[config.mk]
export PLATFORM = sky130hd
export DESIGN_NAME = pipelined_addsub_flat
export DESIGN_NICKNAME = d
export VERILOG_FILES = /design/src/rtl/alu_defs.sv /design/src/rtl/pipelined_addsub_if.sv /design/src/rtl/addsub_segment.sv /design/src/rtl/pipelined_addsub.sv /design/src/flat_wrapper.sv
export SDC_FILE = /design/constraint.sdc
export NUM_CORES = 1
export LEC_CHECK = 0
export ABC_CLOCK_PERIOD_IN_PS = 2700
export CELL_PAD_IN_SITES_DETAIL_PLACEMENT = 1
export CELL_PAD_IN_SITES_GLOBAL_PLACEMENT = 1
export CORE_ASPECT_RATIO = 1.75
export CORE_MARGIN = 2
export CORE_UTILIZATION = 35
export CTS_CLUSTER_DIAMETER = 50
export DETAILED_ROUTE_END_ITERATION = 6
export PLACE_DENSITY = 0.8
export RECOVER_POWER = 100
export SYNTH_ARGS = -nofsm -noshare
export SYNTH_HDL_FRONTEND = slang
export SYNTH_SLANG_ARGS = --single-unit
[constraint.sdc]
create_clock -name clk -period 2.7 [get_ports clk]
set_input_delay 0.405 -clock clk [delete_from_list [all_inputs] [get_ports clk]]
set_output_delay 0.405 -clock clk [all_outputs]
set_load 0.03 [all_outputs]
[src/rtl/alu_defs.sv]
// Shared ALU definitions: default datapath width, add/sub mode encoding and
// flag bit positions shared with the ALU flag register.
package alu_defs;
  localparam int ALU_WIDTH = 32;
  localparam int NUM_FLAGS = 3;
  localparam int FLAG_C    = 0;
  localparam int FLAG_V    = 1;
  localparam int FLAG_Z    = 2;

  typedef enum logic {
    MODE_ADD = 1'b0,
    MODE_SUB = 1'b1
  } addsub_mode_e;

  // Operands of equal sign producing a result of the other sign overflowed.
  function automatic logic signed_overflow(input logic sign_a, input logic sign_b,
                                           input logic sign_c);
    return (sign_a == sign_b) && (sign_c != sign_a);
  endfunction
endpackage

[src/rtl/pipelined_addsub_if.sv]
// Operand/result handshake bundle of the pipelined add/subtract unit.
interface pipelined_addsub_if #(
  parameter int WIDTH = alu_defs::ALU_WIDTH
);
  logic             in_valid;
  logic             in_ready;
  logic [WIDTH-1:0] a;
  logic [WIDTH-1:0] b;
  logic             sub;
  logic             out_valid;
  logic             out_ready;
  logic [WIDTH-1:0] c;
  logic             carry;
  logic             overflow;
  logic             zero;

  modport master (
    output in_valid, a, b, sub, out_ready,
    input  in_ready, out_valid, c, carry, overflow, zero
  );

  modport slave (
    input  in_valid, a, b, sub, out_ready,
    output in_ready, out_valid, c, carry, overflow, zero
  );
endinterface

[src/rtl/addsub_segment.sv]
// Combinational SEG-bit adder slice with carry-in and carry-out.
module addsub_segment #(
  parameter int SEG = 16
) (
  input  logic [SEG-1:0] a_i,
  input  logic [SEG-1:0] b_i,
  input  logic           cin_i,
  output logic [SEG-1:0] sum_o,
  output logic           cout_o
);
  assign {cout_o, sum_o} = {1'b0, a_i} + {1'b0, b_i} + {{SEG{1'b0}}, cin_i};
endmodule

[src/rtl/pipelined_addsub.sv]
// Pipelined two's-complement add/subtract: the carry chain is cut into STAGES
// segments, one register boundary each, with a global stall on output backpressure.
module pipelined_addsub
  import alu_defs::*;
#(
  parameter int WIDTH  = ALU_WIDTH,
  parameter int STAGES = 2
) (
  input logic               clk,
  input logic               rst_n,
  pipelined_addsub_if.slave bus
);
  localparam int SEG = WIDTH / STAGES;

  logic stall_s;

  assign stall_s      = bus.out_valid && !bus.out_ready;
  assign bus.in_ready = !stall_s;

  for (genvar k = 0; k < STAGES; k++) begin : g_stg
    localparam int LO  = k * SEG;      // result bits already produced upstream
    localparam int REM = WIDTH - LO;   // operand bits still to be added

    logic [REM-1:0]    a_in_s;
    logic [REM-1:0]    b_in_s;
    logic              cin_s;
    logic              vld_in_s;
    logic              sign_a_in_s;
    logic              sign_b_in_s;
    logic [SEG-1:0]    sum_s;
    logic              cout_s;
    logic [LO+SEG-1:0] res_d;
    logic              vld_q;

    if (k == 0) begin : g_src
      logic sub_s;
      // B is inverted here once so later segments only ever add
      assign sub_s       = (bus.sub == MODE_SUB);
      assign a_in_s      = bus.a;
      assign b_in_s      = bus.b ^ {WIDTH{sub_s}};
      assign cin_s       = sub_s;
      assign vld_in_s    = bus.in_valid;
      assign sign_a_in_s = bus.a[WIDTH-1];
      assign sign_b_in_s = b_in_s[REM-1];
      assign res_d       = sum_s;
    end else begin : g_src
      assign a_in_s      = g_stg[k-1].g_fwd.a_rem_q;
      assign b_in_s      = g_stg[k-1].g_fwd.b_rem_q;
      assign cin_s       = g_stg[k-1].g_fwd.carry_q;
      assign vld_in_s    = g_stg[k-1].vld_q;
      assign sign_a_in_s = g_stg[k-1].g_fwd.sign_a_q;
      assign sign_b_in_s = g_stg[k-1].g_fwd.sign_b_q;
      assign res_d       = {sum_s, g_stg[k-1].g_fwd.res_q};
    end

    addsub_segment #(.SEG(SEG)) u_seg (
      .a_i   (a_in_s[SEG-1:0]),
      .b_i   (b_in_s[SEG-1:0]),
      .cin_i (cin_s),
      .sum_o (sum_s),
      .cout_o(cout_s)
    );

    // Stage valid bit: advances unless stalled, cleared by reset
    always_ff @(posedge clk or negedge rst_n) begin
      if (!rst_n) begin
        vld_q <= 1'b0;
      end else if (!stall_s) begin
        vld_q <= vld_in_s;
      end
    end

    if (k < STAGES - 1) begin : g_fwd
      logic [REM-SEG-1:0] a_rem_q;
      logic [REM-SEG-1:0] b_rem_q;
      logic [LO+SEG-1:0]  res_q;
      logic               carry_q;
      logic               sign_a_q;
      logic               sign_b_q;

      // Intermediate stage: partial sum, segment carry and unconsumed operands
      always_ff @(posedge clk or negedge rst_n) begin
        if (!rst_n) begin
          a_rem_q  <= {(REM-SEG){1'b0}};
          b_rem_q  <= {(REM-SEG){1'b0}};
          res_q    <= {(LO+SEG){1'b0}};
          carry_q  <= 1'b0;
          sign_a_q <= 1'b0;
          sign_b_q <= 1'b0;
        end else if (!stall_s && vld_in_s) begin
          a_rem_q  <= a_in_s[REM-1:SEG];
          b_rem_q  <= b_in_s[REM-1:SEG];
          res_q    <= res_d;
          carry_q  <= cout_s;
          sign_a_q <= sign_a_in_s;
          sign_b_q <= sign_b_in_s;
        end
      end
    end

    if (k == STAGES - 1) begin : g_fin
      logic [WIDTH-1:0]     c_q;
      logic [NUM_FLAGS-1:0] flags_d;
      logic [NUM_FLAGS-1:0] flags_q;

      // Flags come from the completed sum so they register alongside c
      always_comb begin
        flags_d         = {NUM_FLAGS{1'b0}};
        flags_d[FLAG_C] = cout_s;
        flags_d[FLAG_V] = signed_overflow(sign_a_in_s, sign_b_in_s, res_d[WIDTH-1]);
        flags_d[FLAG_Z] = ~|res_d;
      end

      // Output stage: result and flags, held while the consumer stalls
      always_ff @(posedge clk or negedge rst_n) begin
        if (!rst_n) begin
          c_q     <= {WIDTH{1'b0}};
          flags_q <= {NUM_FLAGS{1'b0}};
        end else if (!stall_s && vld_in_s) begin
          c_q     <= res_d;
          flags_q <= flags_d;
        end
      end

      assign bus.out_valid = vld_q;
      assign bus.c         = c_q;
      assign bus.carry     = flags_q[FLAG_C];
      assign bus.overflow  = flags_q[FLAG_V];
      assign bus.zero      = flags_q[FLAG_Z];
    end
  end
endmodule

[src/flat_wrapper.sv]
// flat-port wrapper written by rule: the top's interface ports become plain ports
module pipelined_addsub_flat import alu_defs::*;
#(
  parameter int WIDTH  = ALU_WIDTH,
  parameter int STAGES = 2
)
  (clk, rst_n, bus_in_valid, bus_a, bus_b, bus_sub, bus_out_ready, bus_in_ready, bus_out_valid, bus_c, bus_carry, bus_overflow, bus_zero);
  pipelined_addsub_if #(.WIDTH(WIDTH)) bus_i ();
  input logic clk;
  input logic rst_n;
  input wire logic [$bits(bus_i.in_valid)-1:0] bus_in_valid;
  input wire logic [$bits(bus_i.a)-1:0] bus_a;
  input wire logic [$bits(bus_i.b)-1:0] bus_b;
  input wire logic [$bits(bus_i.sub)-1:0] bus_sub;
  input wire logic [$bits(bus_i.out_ready)-1:0] bus_out_ready;
  output wire logic [$bits(bus_i.in_ready)-1:0] bus_in_ready;
  output wire logic [$bits(bus_i.out_valid)-1:0] bus_out_valid;
  output wire logic [$bits(bus_i.c)-1:0] bus_c;
  output wire logic [$bits(bus_i.carry)-1:0] bus_carry;
  output wire logic [$bits(bus_i.overflow)-1:0] bus_overflow;
  output wire logic [$bits(bus_i.zero)-1:0] bus_zero;
  assign bus_i.in_valid = bus_in_valid;
  assign bus_i.a = bus_a;
  assign bus_i.b = bus_b;
  assign bus_i.sub = bus_sub;
  assign bus_i.out_ready = bus_out_ready;
  assign bus_in_ready = bus_i.in_ready;
  assign bus_out_valid = bus_i.out_valid;
  assign bus_c = bus_i.c;
  assign bus_carry = bus_i.carry;
  assign bus_overflow = bus_i.overflow;
  assign bus_zero = bus_i.zero;
  pipelined_addsub #(.WIDTH(WIDTH), .STAGES(STAGES)) u_core (.clk(clk), .rst_n(rst_n), .bus(bus_i));
endmodule
==> results.md, run 1 <==
* Post-DP HPWL at 10.3 mm
* Clock transition at the registers of the reported paths at 0.07 ns
* Avg Inst Size Synth at 10.3 µm²
* Number of sinks on the clock net at 86
* Required time of the worst setup path at around 3 ns
* Setup repair after global routing missed its margin: true
* Cell type with the largest total area after synthesis: sky130_fd_sc_hd__dfrtp_1
* MaxCap Viol Count at 1
* Number of buffers and inverters on the critical path at 2
* Std cell rows at 57
* Total routing usage reported by global routing at 19.1%
* DRT antenna net count at 0
* Worst-case headroom to the max-slew limit at -19.7%
* Power per Cell Area at 893 nW/µm²
* First-pass GRT wire length at ~22 mm
* Residual DRC count at 0
* Clock latency on the worst-skew pair at approximately 0.34 ns
* Status: complete, but fails checks
* Pin count of the biggest net entering global routing at 84
* Net switching component of the power at 0.00242 W
* Net count of the finished layout at 718
* Clk Tree Root Cell: sky130_fd_sc_hd__clkbuf_16
* Ratio of cells with drive above 1 in the final layout at between 20 and 25%
* Worst Reg2Reg Path Length in Cells at 11
* Distinct cells, synth at 46
* Min cycle time layout at 3.09 ns
* Clock buffer count from CTS at 9
* Net Sw Frac at about two fifths
* Total chip power at 0.00612 W
* Ys flop type: sky130_fd_sc_hd__dfrtp_1
* First-pass detailed-route iteration total at 4
* Count of routing violations after the opening detailed-route iteration at 82
* Synthesized instance count at around 470
* Violated checks: max-capacitance violations, max-slew violations, negative setup slack
* TritonCTS clock tree: built
* Crit path max-delay cell type: sky130_fd_sc_hd__or4_4
* Critical path's largest stage delay at 0.45 ns
* Startpoint of the tightest hold check path: bus_b[0]
* Post-synthesis sequential area ratio at between 40% and 50%
* Element type at the critical path start: flip-flop
* Sequential share of power at around 32%
* Number of endpoints with negative hold slack in the final report at 0
* Overall die height at about 160 µm
* Number of global-route vias before repair at around 4700
* Pins Over Slew Limit at 35
* Die footprint at about 15000 µm²
* Cell with the most instances after synthesis: sky130_fd_sc_hd__dfrtp_1
* Via total after detailed routing at 4088
* Reg2Reg Setup Slack at -0.39 ns
* Area occupied by multi-input gates at 2760 µm²
* Worst ir drop on vdd at 0.369 mV
* Endpoint with the worst hold slack: u_core.g_stg[0].g_fwd.res_q[0]$_DFFE_PN0P_
* Final setup violation count at 3
* IO Port Bufs at 105
* Synthesized cell area at roughly 4900 µm²
* Antenna diode count at 0
* Sum of routed wire length over all layers at roughly 14 mm
* Buffer depth of the longest clock path at 2
* Total global routing overflow at 0
* Number of synthesized flops with an enable pin at 0
* Vias/cell at 5.12
* Combinational power share at 48.4%
* Fraction of the cycle the final worst path needs at 114%
* Ranking of synthesized cells by instance count: 86 x sky130_fd_sc_hd__dfrtp_1, 58 x sky130_fd_sc_hd__nand2_1, 51 x sky130_fd_sc_hd__o21ai_0, 40 x sky130_fd_sc_hd__mux2_2, 30 x sky130_fd_sc_hd__ha_1
* Worst setup margin at -0.388 ns
* Core area at 13800 µm²
* Count of pins on the block boundary at 106
* FFs w/ async S/R, synth at 100%
* Synth Net Count at 573
* Die boundary width at 93.2 µm
* Area after detailed placement at 6420 µm²
* Final RePlAce weighted congestion at 0.904
* Leakage power figure at 3.01 nW
* Worst Tran Pin Value at 1.80 ns
* Hold crit path type: in -> reg
* Cell internal power dissipation at 0.00369 W
* Maximum fanout encountered on the critical timing path at 2
* Layout overhead on the synthesized area at 40.7%
* H-tree depth reported by CTS at 3
* Number of register bits inferred by synthesis at between 80 and 90
* Starting density of the core at between 30% and 40%
* Number of warnings reported in the yosys synthesis log at 0
* Number of antenna violations at the first check in global routing at 0
* Layout filler cell count at 1513
* Maximum clock rate at 324 MHz
* Worst clock skew on the final layout at about 0.0078 ns
* Leading post-synthesis cells by cell area: sky130_fd_sc_hd__dfrtp_1 44%, sky130_fd_sc_hd__mux2_2 9.2%, sky130_fd_sc_hd__ha_1 7.7%
* Proportion of netlist area held by the largest area contributor at between 40% and 50%
* Part of the total power dissipated in the clock network at 19.3%
* Depth of the worst hold-timing path at 3
* Cell class contributing the biggest share of worst-path delay: simple AND/OR/NAND/NOR gates
* Crit path cell chain: inv_2, fa_2, inv_2, fa_2, nor4b_2, nand2_1, or4_4, nor4b_4, nand4_1, nor4b_2, a32o_1
* Routed wirelength normalized by instance count at 17.1 µm
* Hold bufs inserted after CTS at 0
* Setup Crit Path Kind: reg -> reg
* Arrival time of data at the critical path endpoint at 3.36 ns
* Register area at 2150 µm²
* Finished Cell Area at 6860 µm²
* Post-Place Setup Slack at -0.731 ns
* Final cell utilization of the core at 49.8%
* Worst reg2reg startpoint: u_core.g_stg[0].g_fwd.a_rem_q[0]$_DFFE_PN0P_
* Reg2Reg Capture Point: u_core.g_stg[1].g_fin.flags_q[2]$_DFFE_PN0P_
* Nature of the critical path endpoint: flip-flop
==> worst max path at each step <==
stage	endpoint	from	depth (start not counted)	slack, ns
final	u_core.g_stg[1].g_fin.flags_q[2]$_DFFE_PN0P_	u_core.g_stg[0].g_fwd.a_rem_q[0]$_DFFE_PN0P_	11	-0.39
after global routing	u_core.g_stg[1].g_fin.flags_q[2]$_DFFE_PN0P_	u_core.g_stg[0].g_fwd.a_rem_q[0]$_DFFE_PN0P_	11	-0.52
after CTS	u_core.g_stg[1].g_fin.flags_q[2]$_DFFE_PN0P_	u_core.g_stg[0].g_fwd.a_rem_q[0]$_DFFE_PN0P_	11	-0.42
after detailed placement	u_core.g_stg[0].g_fwd.res_q[14]$_DFFE_PN0P_	bus_b[0]	11	-0.73
after global placement	u_core.g_stg[0].g_fwd.res_q[14]$_DFFE_PN0P_	bus_b[0]	11	-0.61
after floorplan	u_core.g_stg[0].g_fwd.res_q[14]$_DFFE_PN0P_	bus_sub	12	-0.03
==> layout make-up <==
class | instances | share of cell area, %
Multi-Input combinational cell | 355 | 40.2
Sequential cell | 86 | 31.4
Timing Repair Buffer | 152 | 20.3
Clock buffer | 10 | 3.49
Tap cell | 177 | 3.23
Clock inverter | 6 | 0.693
Inverter | 12 | 0.657
==> tightest hold or removal path, cell delays in order <==
cell and delay, ns:
sky130_fd_sc_hd__clkbuf_2 0.12, sky130_fd_sc_hd__xnor2_1 0.13, sky130_fd_sc_hd__o21ai_0 0.07
==> per-layer routing <==
metal | GRT usage, % | vias up | part of all wire, %
met5 | 0 | - | 0
met2 | 39.1 | 97 | 59
met1 | 18.0 | 2002 | 34
met3 | 2.55 | 36 | 3.1
met4 | 8.29 | 0 | 3.5
li1 | - | 1953 | -
==> cells in the final DEF, fill, tap and decap left out, drive strengths merged, types with 20 or more instances in the layout <==
| cell type | synthesis | routed |
|---|---|---|
| xor2 | 28 | 28 |
| xnor2 | 28 | 28 |
| mux2 | 40 | 40 |
| dfrtp | 86 | 86 |
| nand2 | 58 | 58 |
| buf | 5 | 45 |
| dlygate4sd3 | 0 | 38 |
| nor2 | 20 | 20 |
| ha | 30 | 30 |
| o21ai | 53 | 53 |
| clkdlybuf4s50 | 0 | 59 |
==> sequential cells by signal (all words and copies together), names as in the netlist <==
name                         flops
u_core.g_stg.g_fwd.sign_a_q      1
u_core.g_stg.g_fwd.a_rem_q      15
u_core.g_stg.vld_q               1
u_core.g_stg.g_fwd.carry_q       1
u_core.bus.out_valid             1
u_core.g_stg.g_fwd.sign_b_q      1
u_core.bus.c                    32
u_core.g_stg.g_fin.flags_q       3
u_core.g_stg.g_fwd.b_rem_q      15
u_core.g_stg.g_fwd.res_q        16
==> repair_timing <==
| item | 4_1_cts | 5_1_grt |
|---|---|---|
| cloned | 0 | 0 |
| gates resized for setup | 15 | 22 |
| pin swaps | 11 | 18 |
| buffers inserted | 3 | 6 |
| endpoints found under the setup margin | 10 | 13 |
==> power groups by stage <==
stage | sequential, W | combinational, W | clock [W]
after floorplan | 0.00243 | 0.00123 | 0
after global placement | 0.00199 | 0.00280 | 0
after detailed placement | 0.00202 | 0.00292 | 0
after CTS | 0.00200 | 0.00301 | 0.00120
after global routing | 0.00203 | 0.00321 | 0.00126
final | 0.00198 | 0.00296 | 0.00118
==> kinds of logic (layout without fill, tap and decap cells) <==
logic type	count (synthesis)	in the layout	share of synthesized area [%]
fa+ha+maj	33	33	8.93
simple gates	120	120	11.4
mux	41	41	9.45
compound gates	105	105	13.7
flops	86	86	44.1
xor+xnor	56	56	10.1
buf+inv	30	180	2.31
==> through the flow <==
step / setup TNS [ns] / hold WS, ns / std cells
after floorplan: -0.0392 / 0.109 / 471
after global placement: -3.44 / 0.380 / 773
after detailed placement: -4.83 / 0.381 / 773
after CTS: -0.421 / 0.0113 / 792
after global routing: -1.22 / 0.452 / 798
final: -0.461 / 0.425 / 798
No activity file was read; power rests on OpenSTA's default activity.
==> run 2: changes to the inputs <==
- CTS_CLUSTER_DIAMETER: 50 -> 60
- SETUP_SLACK_MARGIN: default -> 0.1
==> run 2 against run 1 <==
- maximum frequency up 3.8%
- sequential share of layout area down 0.11 points
- flip-flop and latch count unchanged
- sequential power about the same
- via count down 1.4%
- worst setup slack better by 0.11 ns
- critical path type unchanged
- wire length down 1.0%
- utilization up 0.17 points
- die area unchanged
- the run still ends with max-capacitance violations, max-slew violations, negative setup slack left
- highest routed layer unchanged
- cell area up 0.35%
- clock skew up 0.0012 ns
==> results.md, run 2 (same netlist as run 1, synthesis figures left out) <==
* Sum of negative setup slack at -0.274 ns
* Min cycle time layout at 2.97 ns
* Number of global-route vias before repair at 4512
* Worst hold-check slack at between 0.4 and 0.5 ns
* Flip-flop count of the largest register after layout at 32
* Required time of the worst setup path at slightly below 3 ns
* Ratio of cells with drive above 1 in the final layout at between 20% and 30%
* Arrival time of data at the critical path endpoint at 3.25 ns
* Number of sinks on the clock net at 86
* Worst ir drop on vdd at 0.420 mV
* First-pass GRT wire length at 22.0 mm
* Die boundary width at 93.2 µm
* TritonCTS clock tree: built
* Worst clock skew on the final layout at 0.00898 ns
* Routed wirelength normalized by instance count at 17.0 µm
* Pin count of the biggest net entering global routing at between 50 and 60
* Clock buffer count from CTS at 9
* Maximum clock rate at 336 MHz
* Worst setup margin at -0.274 ns
* Clk Tree Root Cell: sky130_fd_sc_hd__clkbuf_16
* First-pass detailed-route iteration total at 4
* Std cell rows at between 50 and 60
* Most common cell after layout, fill and taps aside: sky130_fd_sc_hd__dfrtp_1
* Most frequent cells in the layout: 86 x sky130_fd_sc_hd__dfrtp_1, 58 x sky130_fd_sc_hd__clkdlybuf4s50_1, 55 x sky130_fd_sc_hd__nand2_1
* Die footprint at 14900 µm²
* Via total after detailed routing at 4030
* Total routing usage reported by global routing at 18.9%
* MaxCap Viol Count at 1
* Post-Place Setup Slack at -0.578 ns
* Placed insts at 773
* Net count of the finished layout at 717
* Final RePlAce weighted congestion at just under 0.9
* Nature of the critical path endpoint: flip-flop
* Core area at around 14000 µm²
* Element type at the critical path start: flip-flop
* Maximum fanout encountered on the critical timing path at 2
* Fraction of the cycle the final worst path needs at 110%
* Final setup violation count at 1
* Final non-filler cell total at 794
* Hold crit path type: reg -> reg
* Total chip power at between 0.006 and 0.007 W
* IO Port Bufs at between 100 and 150
* Violated checks: max-capacitance violations, max-slew violations, negative setup slack
* Worst-case headroom to the max-slew limit at -39.1%
* Starting density of the core at 35.4%
* Overall die height at 160 µm
* Status: complete, but fails checks
* Count of pins on the block boundary at 106
* Power per Cell Area at 879 nW/µm²
* Antenna diode count at 0
* Buffer depth of the longest clock path at 2
* Setup Crit Path Kind: reg -> reg
* Total global routing overflow at 0
* Clock transition at the registers of the reported paths at 0.06 ns
* Sum of routed wire length over all layers at 13.5 mm
* Residual DRC count at 0
* Pins Over Slew Limit at 39
* Count of routing violations after the opening detailed-route iteration at between 80 and 90
* Setup repair after global routing missed its margin: true
* DRT antenna net count at 0
* Worst Tran Pin Value at 2.09 ns
* Number of antenna violations at the first check in global routing at 0
* Leakage power figure at between 3 and 4 nW
* Layout overhead on the synthesized area at 41.1%
* H-tree depth reported by CTS at 3
* Vias/cell at about 5.1
* Number of endpoints with negative hold slack in the final report at 0
* Clock latency on the worst-skew pair at 0.34 ns
* Post-DP HPWL at 10.5 mm
-- run 2: cell types whose count changed in the layout (fill, tap and decap cells not counted), moves of 3 or more --
cell,before,now
sky130_fd_sc_hd__o21ai_1,3,6
sky130_fd_sc_hd__buf_4,44,40
sky130_fd_sc_hd__dlygate4sd2_1,1,4
sky130_fd_sc_hd__clkinvlp_4,4,0
-- run 2: stage by stage --
step	util, %	instance area [µm²]
finish	50.0	6880
global route	50.0	6880
CTS	49.6	6820
detailed placement	46.7	6430
global placement	46.7	6430
floorplan	-	4940
-- run 2: final timing paths --
kind,from,endpoint,slack (ns),cells past startpoint
setup reg to reg,u_core.g_stg[0].g_fwd.a_rem_q[0]$_DFFE_PN0P_,u_core.g_stg[1].g_fin.flags_q[2]$_DFFE_PN0P_,-0.27,11
min in group asynchronous,rst_n,u_core.bus.out_valid$_DFFE_PN0N_,0.66,1
setup / recovery,u_core.g_stg[0].g_fwd.a_rem_q[0]$_DFFE_PN0P_,u_core.g_stg[1].g_fin.flags_q[2]$_DFFE_PN0P_,-0.27,11
hold reg to reg,u_core.bus.c[21]$_DFFE_PN0P_,u_core.bus.c[21]$_DFFE_PN0P_,0.48,2
max in group asynchronous,rst_n,u_core.g_stg[0].g_fwd.carry_q$_DFFE_PN0P_,0.29,2
hold / removal,u_core.bus.c[21]$_DFFE_PN0P_,u_core.bus.c[21]$_DFFE_PN0P_,0.48,2
-- run 2: what timing repair did --
action | CTS | global route
pin swaps | 16 | 24
hold buffers | 0 | 0
setup buffers | 6 | 2
gates cloned | 0 | 0
gates resized for setup | 23 | 28
endpoints found under the setup margin | 13 | 12
-- run 2: where the power goes --
part           switching [W]  total [W]  internal, W
clock               0.000470    0.00112     0.000654
sequential          0.000268    0.00197      0.00171
combinational        0.00161    0.00295      0.00133
total                0.00235    0.00605      0.00369
-- run 2: cell type report --
class                      instances  area (µm²)
timing repair buffer             151        1380
clock inverter                     2        10.0
clock buffer                      11         253
tap                              177         221
sequential                        86        2150
multi-input combinational        355        2820
fill                            1502        6880
inverter                          12        45.0
-- run 2: metal layers --
metal	vias up	wire [µm]	global-route usage, %
met5	-	0	0
met4	0	317	6.68
met3	18	315	2.64
met2	77	8080	37.7
met1	1992	4760	19.2
li1	1943	-	-
-- run 2: worst max-delay path, stage by stage (launching register included) --
cell	delay, ns
sky130_fd_sc_hd__dfrtp_1	0.36
sky130_fd_sc_hd__inv_2	0.05
sky130_fd_sc_hd__fa_2	0.39
sky130_fd_sc_hd__inv_2	0.07
sky130_fd_sc_hd__fa_2	0.45
sky130_fd_sc_hd__nor4b_2	0.22
sky130_fd_sc_hd__nand2_1	0.08
sky130_fd_sc_hd__or4_4	0.44
sky130_fd_sc_hd__nor4b_4	0.29
sky130_fd_sc_hd__nand4_1	0.15
sky130_fd_sc_hd__nor4b_2	0.24
sky130_fd_sc_hd__a32o_1	0.18
